**src/rtl/sb_pkg.sv**
```systemverilog
// Shared constants and header-building helper for the sideband message header builder.
package sb_pkg;

  localparam int HDR_W = 64;

  localparam logic [4:0] OPC_MSG_NODATA = 5'b10010;
  localparam logic [4:0] OPC_MSG_DATA64 = 5'b11011;

  localparam logic [2:0] DEF_SRCID = 3'b010;
  localparam logic [2:0] DEF_DSTID = 3'b110;

  localparam int OPC_LSB     = 0;
  localparam int MSGCODE_LSB = 14;
  localparam int SRCID_LSB   = 29;
  localparam int SUBCODE_LSB = 32;
  localparam int INFO_LSB    = 40;
  localparam int DSTID_LSB   = 56;
  localparam int DP_BIT      = 62;
  localparam int CP_BIT      = 63;

  // Reserved fields stay zero; CP makes the full header even parity.
  function automatic logic [HDR_W-1:0] build_header(
    input logic        has_data,
    input logic        dp,
    input logic [7:0]  code,
    input logic [7:0]  subcode,
    input logic [15:0] info,
    input logic [2:0]  srcid,
    input logic [2:0]  dstid
  );
    logic [HDR_W-1:0] h;
    h = '0;
    h[OPC_LSB +: 5]      = has_data ? OPC_MSG_DATA64 : OPC_MSG_NODATA;
    h[MSGCODE_LSB +: 8]  = code;
    h[SRCID_LSB +: 3]    = srcid;
    h[SUBCODE_LSB +: 8]  = subcode;
    h[INFO_LSB +: 16]    = info;
    h[DSTID_LSB +: 3]    = dstid;
    h[DP_BIT]            = has_data & dp;
    h[CP_BIT]            = ^h[CP_BIT-1:0];
    return h;
  endfunction

endpackage

```
**src/rtl/sb_rr_arbiter.sv**
```systemverilog
// Round-robin arbiter: grants the first valid channel at or after rr_ptr,
// and advances rr_ptr past the winner whenever a grant is issued.
module sb_rr_arbiter #(
  parameter int N_CH = 4,
  localparam int IDX_W = $clog2(N_CH)
) (
  input  logic             clk_i,
  input  logic             rst_i,
  input  logic [N_CH-1:0]  valid_i,
  input  logic             enable_i,
  output logic [N_CH-1:0]  grant_o,
  output logic [IDX_W-1:0] grant_idx_o
);

  logic [IDX_W-1:0] rr_ptr_q, rr_ptr_d;
  logic             found;

  always_comb begin
    grant_idx_o = '0;
    found       = 1'b0;
    for (int i = 0; i < N_CH; i++) begin
      if (!found && valid_i[(int'(rr_ptr_q) + i) % N_CH]) begin
        found       = 1'b1;
        grant_idx_o = IDX_W'((int'(rr_ptr_q) + i) % N_CH);
      end
    end
    grant_o  = '0;
    rr_ptr_d = rr_ptr_q;
    if (enable_i && found) begin
      grant_o[grant_idx_o] = 1'b1;
      rr_ptr_d = (int'(grant_idx_o) == N_CH - 1) ? '0 : grant_idx_o + 1'b1;
    end
  end

  always_ff @(posedge clk_i or posedge rst_i) begin
    if (rst_i) rr_ptr_q <= '0;
    else       rr_ptr_q <= rr_ptr_d;
  end

endmodule

```
**src/rtl/sb_header_builder.sv**
```systemverilog
// Arbitrates requester channels, builds sideband message headers and queues
// them for downstream handoff, counting completed handoffs.
module sb_header_builder
  import sb_pkg::*;
#(
  parameter int         N_CH    = 4,
  parameter int         Q_DEPTH = 4,
  parameter logic [2:0] SRCID   = DEF_SRCID,
  parameter logic [2:0] DSTID   = DEF_DSTID
) (
  input  logic                 i_clk,
  input  logic                 i_rst,
  input  logic [N_CH-1:0]      i_req_valid,
  output logic [N_CH-1:0]      o_req_ready,
  input  logic [N_CH-1:0]      i_req_has_data,
  input  logic [N_CH-1:0]      i_req_dp,
  input  logic [8*N_CH-1:0]    i_req_msg_code,
  input  logic [8*N_CH-1:0]    i_req_msg_subcode,
  input  logic [16*N_CH-1:0]   i_req_msg_info,
  output logic [HDR_W-1:0]     o_header,
  output logic                 o_header_valid,
  input  logic                 i_header_ready,
  output logic [15:0]          o_sent_count
);

  localparam int IDX_W = $clog2(N_CH);
  localparam int PW    = $clog2(Q_DEPTH);

  logic [N_CH-1:0]  grant;
  logic [IDX_W-1:0] grant_idx;
  logic             full, push, pop;
  logic [PW-1:0]    wr_ptr_q, wr_ptr_d, rd_ptr_q, rd_ptr_d;
  logic [PW:0]      count_q, count_d;
  logic [15:0]      sent_q, sent_d;
  logic [HDR_W-1:0] hdr_new;
  logic [HDR_W-1:0] mem_q [Q_DEPTH];

  // A pop in the same cycle never frees a slot for the incoming request.
  assign full = (count_q == (PW+1)'(Q_DEPTH));

  sb_rr_arbiter #(.N_CH(N_CH)) u_arb (
    .clk_i      (i_clk),
    .rst_i      (i_rst),
    .valid_i    (i_req_valid),
    .enable_i   (!full && !i_rst),
    .grant_o    (grant),
    .grant_idx_o(grant_idx)
  );

  assign o_req_ready = grant;
  assign push        = |grant;
  assign pop         = (count_q != '0) && i_header_ready;

  assign hdr_new = build_header(i_req_has_data[grant_idx], i_req_dp[grant_idx],
                                i_req_msg_code[int'(grant_idx)*8 +: 8],
                                i_req_msg_subcode[int'(grant_idx)*8 +: 8],
                                i_req_msg_info[int'(grant_idx)*16 +: 16],
                                SRCID, DSTID);

  always_comb begin
    wr_ptr_d = push ? wr_ptr_q + 1'b1 : wr_ptr_q;
    rd_ptr_d = pop  ? rd_ptr_q + 1'b1 : rd_ptr_q;
    count_d  = count_q;
    if (push && !pop)      count_d = count_q + 1'b1;
    else if (!push && pop) count_d = count_q - 1'b1;
    sent_d = (pop && sent_q != 16'hFFFF) ? sent_q + 16'd1 : sent_q;
  end

  always_ff @(posedge i_clk or posedge i_rst) begin
    if (i_rst) begin
      wr_ptr_q <= '0;
      rd_ptr_q <= '0;
      count_q  <= '0;
      sent_q   <= '0;
    end else begin
      wr_ptr_q <= wr_ptr_d;
      rd_ptr_q <= rd_ptr_d;
      count_q  <= count_d;
      sent_q   <= sent_d;
    end
  end

  always_ff @(posedge i_clk) begin
    if (push) mem_q[wr_ptr_q] <= hdr_new;
  end

  assign o_header_valid = (count_q != '0) && !i_rst;
  assign o_header       = o_header_valid ? mem_q[rd_ptr_q] : '0;
  assign o_sent_count   = i_rst ? 16'd0 : sent_q;

endmodule

```
**config.mk**
```make
export PLATFORM = sky130hd
export DESIGN_NAME = sb_header_builder
export DESIGN_NICKNAME = d
export VERILOG_FILES = /design/src/rtl/sb_pkg.sv /design/src/rtl/sb_rr_arbiter.sv /design/src/rtl/sb_header_builder.sv
export SDC_FILE = /design/constraint.sdc
export NUM_CORES = 1
export LEC_CHECK = 0
export ABC_AREA = 1
export BUFFER_PORTS_ARGS = -buffer_cell sky130_fd_sc_hd__buf_2
export CAP_MARGIN = 15
export CORE_UTILIZATION = 59
export DETAILED_ROUTE_END_ITERATION = 7
export PLACE_DENSITY = 0.86
export SYNTH_ARGS = -nofsm -noshare
export SYNTH_HDL_FRONTEND = slang
export SYNTH_SLANG_ARGS = --single-unit
export TNS_END_PERCENT = 1
```
**constraint.sdc**
```tcl
create_clock -name i_clk -period 11.7 [get_ports i_clk]
set_input_delay 1.755 -clock i_clk [delete_from_list [all_inputs] [get_ports i_clk]]
set_output_delay 1.755 -clock i_clk [all_outputs]
set_load 0.01 [all_outputs]
```
; ---- Word level (Yosys, flattened, before mapping)
; Memories as Yosys holds them, arrays and structs flattened.
; Index checks and enable logic that the tools add are counted.
[classes]
n_addsub = 9
multipliers = 0
div = 0
magnitude_cmp = 6
eq_ne = 3
shift = 3
mux = 34
n_bitwise = 4
n_reduce_logical = 25
[ops]
columns = cell, n
row1 = $mux 64, 1
row2 = $shiftx 32x6->8, 2
row3 = $shiftx 64x7->16, 1
row4 = $reduce_xor 63->1, 1
row5 = $add 16x1->16 const B, 1
row6 = $mux 1, 16
row7 = $mux 16, 1
row8 = $ne 16x16->1 const B, 1
row9 = $bmux 1 s2, 6
row10 = $lt 3x4->1 const B, 3
row11 = $logic_and 1x1->1, 11
row12 = $mux 2, 5
row13 = $add 2x1->2 const B, 4
row14 = $mux 4, 2
row15 = $logic_not 1->1, 7
row16 = $lt 2x3->1 const B, 2
row17 = $mux 3, 2
row18 = $reduce_or 2->1, 3
row19 = $add 2x2->2 const B, 2
row20 = $reduce_or 4->1, 1
row21 = $add 3x1->3 const B, 1
row22 = $and 1x1->1 const A, 3
row23 = $eq 3x3->1 const B, 1
row24 = $reduce_bool 3->1, 1
row25 = other kinds (6), 6
[totals]
register_bits = 25
latch_bits = 0
ram_bits = 152
romBits = 0
inputBits = 143
wordCells = 90
memories = 1
[memory_table]
columns = memory, words, width, read_ports, rd_ports_with_merged_regs, write_ports, line_no
row1 = mem_q, 4, 38, 1, 0, 1, sb_header_builder.sv:36  ; logic [HDR_W-1:0] mem_q [Q_DEPTH];

; ---- Depth between registers and ports, before layout
; Gate-level depths: netlist of run 1.
[logic_depth]
ltp_word = 24
mapped_depth = 27
ltp_nobuf = 26

; ---- Hierarchy
; Synthesis of run 1 repeated with hierarchy kept, for this count alone.
[unflattened]
hier_cells = 1179
hier_area_um2 = 9414.0
[modules_own_cells]
columns = mod, instances, cells_each, area_each_um2, seq_area_each_um2
row1 = sb_header_builder, 1, 1102, 8938.6, 4779.6
row2 = sb_rr_arbiter, 1, 77, 475.5, 50.0

; ---- Worst setup path after synthesis of run 1
; OpenSTA, ideal clock, no wires.
[synth_timing]
path_kind = in2reg
startpoint = input port i_req_valid[3]
endpoint = memory mem_q[0][10] (netlist name) (enable)
setup_time_ns = 0.427
arrival_ns = 4.993
path_slack_ns = 6.280
path_stages = 18
path_buffers = 2
path_cell_list = inv_1 > nand2_1 > nand3_1 > nand2_2 > nor2_4 > nand3_1 > nand3_1 > nand2_1 > inv_2 > buf_4 > buf_2 > ha_1 > inv_1 > nor2_1 > nor2_1 > nand2_1 > inv_1 > nor2_1
[synth_between]
elab_chain_cells = 20
[synth_rtl]
columns = element, line_no
row1 = start: declaration, sb_header_builder.sv:13  ; input logic [N_CH-1:0] i_req_valid,
row2 = $bmux 1 s2, sb_rr_arbiter.sv:22  ; if (!found && valid_i[(int'(rr_ptr_q) + i) % N_CH]) begin
row3 = $mux 1 (implied by the code), sb_rr_arbiter.sv:22
row4 = $mux 1, sb_rr_arbiter.sv:22
row5 = $logic_not 1->1, sb_rr_arbiter.sv:22
row6 = $logic_and 1x1->1, sb_rr_arbiter.sv:22
row7 = $mux 1, sb_rr_arbiter.sv:22
row8 = $logic_not 1->1, sb_rr_arbiter.sv:22
row9 = $logic_and 1x1->1, sb_rr_arbiter.sv:22
row10 = [... 6 more ...], n/a
row11 = $mux 1 (implied by the code), sb_rr_arbiter.sv:30  ; grant_o[grant_idx_o] = 1'b1;
row12 = $demux 1 s2, n/a
row13 = $mux 4 *, sb_rr_arbiter.sv:29  ; if (enable_i && found) begin
row14 = named net o_req_ready[2], sb_header_builder.sv:14  ; output logic [N_CH-1:0] o_req_ready,
row15 = $reduce_or 4->1 *, sb_header_builder.sv:51  ; assign push = |grant;
row16 = named net push, sb_header_builder.sv:31  ; logic full, push, pop;
row17 = $mux 1 *, sb_header_builder.sv:84  ; if (push) mem_q[wr_ptr_q] <= hdr_new;
row18 = $mux 1 (implied by the code) *, sb_header_builder.sv:84
row19 = end: declaration, sb_header_builder.sv:36
; The timed path passes the listed nets; every way through them passes the cells marked *. The select of a mux whose other input is x is not followed.

; ---- Final worst setup path of run 1
[layout_timing]
startpoint = input port i_req_valid[3]
endpoint = output port o_req_ready[3]
[layout_between]
elab_chain_cells = 17
[layout_rtl]
columns = element, line_no
row1 = $bmux 1 s2, sb_rr_arbiter.sv:22
row2 = $mux 1 (implied by the code), sb_rr_arbiter.sv:22
row3 = $mux 1, sb_rr_arbiter.sv:22
row4 = $logic_not 1->1, sb_rr_arbiter.sv:22
row5 = $logic_and 1x1->1, sb_rr_arbiter.sv:22
row6 = $mux 1, sb_rr_arbiter.sv:22
row7 = $logic_not 1->1, sb_rr_arbiter.sv:22
row8 = $logic_and 1x1->1, sb_rr_arbiter.sv:22
row9 = $mux 1, sb_rr_arbiter.sv:22
row10 = $logic_not 1->1, sb_rr_arbiter.sv:22
row11 = $logic_and 1x1->1, sb_rr_arbiter.sv:22
row12 = $mux 2, sb_rr_arbiter.sv:22
row13 = $lt 2x3->1 (implied by the code) / $ge 2x1->1 (equally long branches), sb_rr_arbiter.sv:30
row14 = $logic_and 1x1->1 (implied by the code), sb_rr_arbiter.sv:30
row15 = $mux 1 (implied by the code), sb_rr_arbiter.sv:30
row16 = $demux 1 s2, n/a
row17 = $mux 4 *, sb_rr_arbiter.sv:29
row18 = end: declaration, sb_header_builder.sv:14
; Every way passes the cells marked *; elsewhere a longest branch is shown, timed or not. The select of a mux whose other input is x is not followed.

==> run summary, run 1 <==
CP arrival = 3.95 ns
Die Footprint = 17000 sq um
Worst path slowest cell = inv_2
Worst hold path class = reg2reg
Vias per inst = 5.28
CP endpoint kind = output port
Largest net degree at the start of global routing = 98
CTS max path bufs = 2
Clock transition at the registers of the reported paths = 0.06 ns
Met3 global-route usage = 4.72%
Slowest stage delay, CP = 0.49 ns
Root Buffer = clkbuf_16
Gr busiest metal = met2
Worst-skew pair later-pin latency = 0.44 ns
Post-route DRC = 0
Least-Margin Pin Slew = 1.12 ns
WL/cell = 14.8 um
Synth unique cells = 33
Via Count = 8554
Largest fanout on the critical path = 29
PortBufs = 204
Post-DP HPWL = 15.2 mm
FMAX = 0.175 GHz
Most frequent cells after synthesis = 350 x nand2_1, 184 x nor2_1, 140 x edfxtp_1, 123 x inv_1, 94 x o21ai_0
Startpoint Class = input pin
Post-CTS sizing = 0
Post-route ant nets = 0
FFs w/ async S/R, synth = 15.2%
Dominant cell by count in the synthesized netlist = nand2_1
Setup violation total in the final timing report = 0
Detailed Route WL = 23.9 mm
I/O pin count = 228
Post-synth top flop = edfxtp_1
CP top delay family = simple AND/OR/NAND/NOR gates
Setup_tns = 0 ns
Initial core utilization = 60.9%
Max-cap viol count = 0
Vias in the first global route = 7963
Post-synth EDFFs = 140
Cell chain of the critical path = buf_2, inv_1, nand2_1, nand3_1, nand2_1, nand2_1, nand2_1, nand2_2, nand3_4, inv_2, ha_1, inv_1, nor2_1, buf_2
Synth top area share = 43.3%
Number of iterations in the first detailed-routing pass = 5
Grt met1 use = 35.1%
Mapped cell area = 9700 sq um
FILL cells = 1184
Core ar. = 15900 sq um
Share of cells above drive strength 1 = 19.6%
Slew HR = 25.1%
CTS Sinks = 165
Hold Buf Count CTS = 0
Clock skew = 0.00879 ns
CTS tree = built
Buf+Inv Stages, Crit Path = 5
Mapped Cells = 1219
Post-layout min period = 5.71 ns
YS warnings = 0
Register bit count reported by yosys = 165
Gp weighted congestion = 0.877
Mean Syn Cell Area = 7.96 sq um
RSZ-0062 raised after global routing = false
Post-synthesis sequential area ratio = 49.8%
Met2 GRT Util = 51.3%
Cell mode on critical path = nand2_1
Post-CTS setup buffers = 0
Chip height = 130 um
Total CTS buffers = 17
Horiz. Die Dim = 130 um
Final Cycle Share = 48.8%
CTS H-tree depth = 4
First-pass GRT wire length = 37.6 mm
Final-report hold violation count = 0
Synth area leaders = edfxtp_1 43%, nand2_1 14%, nor2_1 7.1%
Yosys top cell by area = edfxtp_1
Initial antenna violation count = 1
Crit Path Class = in2out
Status = complete, no violations
# rows = 46
Nets@finish = 1543
Iteration-0 DRC Markers = 736
Max-slew violations = 0
Area Growth Syn to Fin = 16.8%
Grt total ovfl = 0
WP data required = 9.95 ns
Gr usage total = 29.3%
## cells by family after synthesis
group / synth area share (%)
AOI/OAI and AO/OA: 8.84
xor gates and xnor gates: 2.35
adders and majority gates: 1.50
buffers and inverters: 10.7
DFF: 49.8
other: 0.0386
and+or+nand+nor: 26.8
## registers in the layout, summed over array words and instances, names as in the netlist
register and cells:
mem_q 140, sent_q 16, count_q 3, rd_ptr_q 2, u_arb.rr_ptr_q 2, wr_ptr_q 2
## worst reg2reg max path, stage by stage (launching register included)
cell and delay, ns:
dfrtp_1 0.57, inv_2 0.17, nand2_1 0.11, nand2_2 0.08
nand2_1 0.07, nand2_1 0.05, nand2_1 0.09, nand2_1 0.07
nand2_2 0.35, nand3_4 0.17, inv_2 0.49, ha_1 0.26
inv_1 0.04, nor2_1 0.13, nor2_1 0.06, nand2_1 0.20
inv_1 0.24, nor2_4 0.89
## metal layers
layer,vias up,share of wire [%]
met5,-,0
met4,0,2.5
met3,40,7.4
met2,385,50
met1,3892,40
li1,4237,-
## per-stage QoR
| stage | util [%] | hold WS (ns) | cell area [sq um] | std cells | setup slack (ns) |
|---|---|---|---|---|---|
| 2_1_floorplan | - | 0.442 | 9790 | 1241 | 6.28 |
| 3_3_place_gp | 66.7 | 0.457 | 10600 | 1583 | 6.10 |
| 3_5_place_dp | 66.7 | 0.462 | 10600 | 1583 | 6.01 |
| 4_1_cts | 70.7 | 0.493 | 11300 | 1615 | 6.00 |
| 5_1_grt | 71.1 | 0.513 | 11300 | 1619 | 5.79 |
| 6_report | 71.1 | 0.491 | 11300 | 1619 | 5.99 |
## cell usage in the layout (no fill, tap or decap), drive strengths merged, types with 4 or more instances in the layout
master / synthesis / final
o21ai: 102 / 102
xnor2: 4 / 4
ha: 10 / 10
inv: 134 / 137
dfrtp: 25 / 25
nand4: 28 / 28
conb: 1 / 23
nor2: 185 / 185
clkbuf: 27 / 18
clkinv: 1 / 6
edfxtp: 140 / 140
bufinv: 0 / 4
xor2: 22 / 22
nand2: 353 / 353
nor3: 6 / 6
nand3: 61 / 61
a21oi: 40 / 40
buf: 59 / 215
o211ai: 16 / 16
## layout make-up
class / instances / area [sq um] / area share [%]
diodes: 1 / 2.50 / 0.0221
clock buffers: 18 / 429 / 3.79
clock inverters: 14 / 201 / 1.78
inverters: 135 / 507 / 4.47
multi-input cells: 855 / 3950 / 34.8
flip-flops and latches: 165 / 4830 / 42.6
well taps: 216 / 270 / 2.38
repair buffers: 215 / 1150 / 10.1
## final timing paths
| kind | from | end | slack, ns | cells after the start |
|---|---|---|---|---|
| setup / recovery | i_req_valid[3] | o_req_ready[3] | 5.99 | 14 |
| hold / removal | sent_q[14] | sent_q[14] | 0.49 | 1 |
| setup reg to reg | u_arb.rr_ptr_q[0] | mem_q[3][23] | 7.26 | 17 |
| hold reg to reg | sent_q[14] | sent_q[14] | 0.49 | 1 |
| max in group asynchronous | i_rst | rd_ptr_q[0] | 9.90 | 3 |
| min in group asynchronous | i_rst | sent_q[7] | 1.53 | 3 |
Power of run 1 is not shown: default switching activity piles up to over one toggle a cycle in this logic, so the estimate is an artifact.
==> run 2, diff against run 1 <==
- ABC_AREA: 1 -> 0
- CORE_UTILIZATION: 59 -> 48
- PLACE_DENSITY: 0.86 -> 0.77
- clock period: 11.7 -> 5.1 ns (I/O delays scaled with it)
==> run 2 against run 1 <==
Compared with the run above:
- flip-flop and latch count did not move
- critical path depth is 3 lower
- wire length fell by 28%
- synthesized cell count is 55% lower
- sequential share of layout area grew 5.8 points
- die area up 6.1%
==> run summary, run 2 <==
Status = complete, no violations
PortBufs = 204 (unchanged)
Share of cells above drive strength 1 = 38.3% (+19 points)
RSZ-0062 raised after global routing = false
Area Growth Syn to Fin = 19.0%
CTS Sinks = 165 (unchanged)
Vias per inst = 5.23 (-1.0%)
WL/cell = 17.7 um (+20%)
Hold Buf Count CTS = 0 (unchanged)
FF-to-FF End = mem_q[2][37]
Vias in the first global route = 5291 (-34%)
Final Util = 59.3% (-12 points)
Reg-to-Reg Start = u_arb.rr_ptr_q[1]
Core ar. = 16800 sq um (+5.5%)
Post-route DRC = 0 (unchanged)
Number of iterations in the first detailed-routing pass = 4 (-1)
Nets@finish = 900 (-42%)
Setup violation total in the final timing report = 0 (unchanged)
Gp weighted congestion = 0.786 (-10%)
Clock transition at the registers of the reported paths = 0.06 ns (about the same)
Worst Setup Slack, final = 1.45 ns (-4.54 ns)
First-pass GRT wire length = 26.7 mm (-29%)
Register share of total power = 38.3%
CP arrival = 3.79 ns (-0.16 ns)
Post-synthesis sequential area ratio = 57.6% (+7.8 points)
Worst-skew pair later-pin latency = 0.42 ns (-0.02 ns)
Pwr Density = 633 nW/um^2
Crit Path Class = reg2reg
Pint = 4.19 mW
Clk pwr share = 18.9%
Leak = 4.08 nW
Post-synth top flop = edfxtp_1
Detailed Route WL = 17.3 mm (-28%)
Switch share = 33.6%
CTS H-tree depth = 4 (unchanged)
Dominant cell by count in the synthesized netlist = edfxtp_1
Largest registers = mem_q x140, sent_q x16, count_q x3
Switching power total = 2.12 mW
Yosys top cell by area = edfxtp_1
Comb power frac = 42.8%
Iteration-0 DRC Markers = 263 (-64%)
Largest fanout on the critical path = 50 (+72%)
Worst hold path class = reg2reg
Setup_tns = 0 ns (unchanged)
Root Buffer = clkbuf_16
Post-layout min period = 3.65 ns
Post-DP HPWL = 11.8 mm (-22%)
Synth area leaders = edfxtp_1 50%, mux4_2 9.4%, mux2i_1 8.9%
Biggest register = mem_q
WP data required = 5.24 ns (-4.71 ns)
Least-Margin Pin Slew = 1.03 ns (-0.0888 ns)
Dpl ws = 1.04 ns (-4.97 ns)
YS warnings = 0 (unchanged)
Most frequent cells in the layout = 204 x buf_2, 140 x edfxtp_1, 75 x mux2i_1
Reg-to-reg setup timing slack = 1.45 ns (-5.81 ns)
Sequential cell area = 4830 sq um (about the same)
Clock skew = 0.0104 ns (+0.00163 ns)
Post-synth EDFFs = 140 (unchanged)
Chip height = 134 um (+3.0%)
CTS max path bufs = 2 (unchanged)
Startpoint Class = flop
Max-cap viol count = 0 (unchanged)
Worst hold stages = 1 (unchanged)
# rows = 47 (+2.2%)
Initial core utilization = 49.9% (-11 points)
Register bit count reported by yosys = 165 (unchanged)
Number of placed cells counting well taps = 947 (-40%)
Die Footprint = 18000 sq um (+6.1%)
FILL cells = 1307 (+10%)
FMAX = 0.274 GHz
Final-report hold violation count = 0 (unchanged)
FF-to-FF path depth = 11 (-6)
Slew HR = 31.2% (+6.1 points)
Gr usage total = 19.8% (-9.5 points)
Total CTS buffers = 17 (unchanged)
Grt total ovfl = 0 (unchanged)
Fin cells = 979 (-40%)
Synth unique cells = 38 (+15%)
Mean Syn Cell Area = 15.1 sq um (+90%)
Diode count = 0 (-1)
WHS Endpoint = sent_q[5]
FFs w/ async S/R, synth = 15.2% (unchanged)
Post-CTS setup buffers = 0 (unchanged)
Multi-input gate area = 3210 sq um (-19%)
Mapped Cells = 554 (-55%)
Worst ir drop on vdd = 536 uV
Synth top area share = 50.1% (+6.8 points)
Final Cycle Share = 71.6%
Largest net degree at the start of global routing = 51 (-48%)
Via Count = 5121 (-40%)
CTS tree = built
CP endpoint kind = flop
I/O pin count = 228 (unchanged)
Post-CTS sizing = 0 (unchanged)
Post-route ant nets = 0 (unchanged)
Most frequent cells after synthesis = 140 x edfxtp_1, 75 x mux2i_1, 64 x nor2b_1, 38 x xnor2_1, 35 x mux4_2
Horiz. Die Dim = 134 um (+3.0%)
Commonest non-fill, non-tap cell in the layout = buf_2
Hold Crit Start = sent_q[5]
Max-slew violations = 0 (unchanged)
Mapped cell area = 8390 sq um (-14%)
Hold slack = 0.492 ns (+0.000800 ns)
Max reg flops = 140 (unchanged)
Initial antenna violation count = 0 (-1)
==> run 2: cells by family (layout without fill, tap and decap cells) <==
kind of cell	count (synthesis)	in the layout	share of synthesized area, %
DFF	165	165	57.6
xor gates and xnor gates	51	51	5.65
and+or+nand+nor	108	108	7.65
buffers and inverters	68	251	5.34
muxes	114	114	18.9
adders and majority gates	11	11	1.73
other	1	23	0.0447
AOI/OAI and AO/OA	36	36	3.12
==> run 2: how the worst max path moves through the flow <==
| stage | startpoint | end |
|---|---|---|
| finish | u_arb.rr_ptr_q[1] | mem_q[2][37] |
| global route | u_arb.rr_ptr_q[1] | mem_q[2][37] |
| CTS | u_arb.rr_ptr_q[1] | mem_q[2][37] |
| detailed placement | i_req_valid[0] | mem_q[3][37] |
| global placement | i_req_valid[0] | mem_q[0][37] |
| floorplan | i_req_valid[2] | count_q[1] |
==> run 2: power by group through the flow <==
stage	clock (mW)	sequential [mW]	combinational, mW
floorplan	0	2.29	2.22
global placement	0	2.42	2.63
detailed placement	0	2.46	2.73
CTS	1.21	2.43	2.75
global route	1.26	2.47	2.96
finish	1.19	2.42	2.70
==> run 2: layer usage <==
layer | GRT usage (%) | wire [um] | vias up
met1 | 23.0 | 6900 | 2517
met3 | 4.88 | 975 | 35
met2 | 35.1 | 9010 | 180
met4 | 7.80 | 403 | 0
met5 | 0 | 0 | -
li1 | - | - | 2389
==> run 2: area by class of cell <==
cell class	instances	share of cell area [%]
sequential	165	48.4
multi-input combinational	343	32.2
timing repair buffer	208	10.7
clock buffer	18	4.30
tap	220	2.76
clock inverter	14	1.28
inverter	11	0.414
==> run 2: metrics by stage <==
step	instance area [sq um]	total power, mW
after floorplan	8470	4.51
after global placement	9420	5.05
after detailed placement	9420	5.19
after CTS	9980	6.39
after global routing	9980	6.69
final	9980	6.31
==> run 2: critical path, cell delays in order (launching register included) <==
cell,delay [ns]
dfrtp_1,0.47
a21oi_1,0.18
o21ai_1,0.08
o2bb2a_4,0.60
buf_12,0.34
mux2i_1,0.15
mux2i_1,0.44
xor2_1,0.22
xnor2_1,0.11
xnor2_1,0.24
xnor3_1,0.26
xnor3_1,0.24
(Power assumes the default switching activity.)
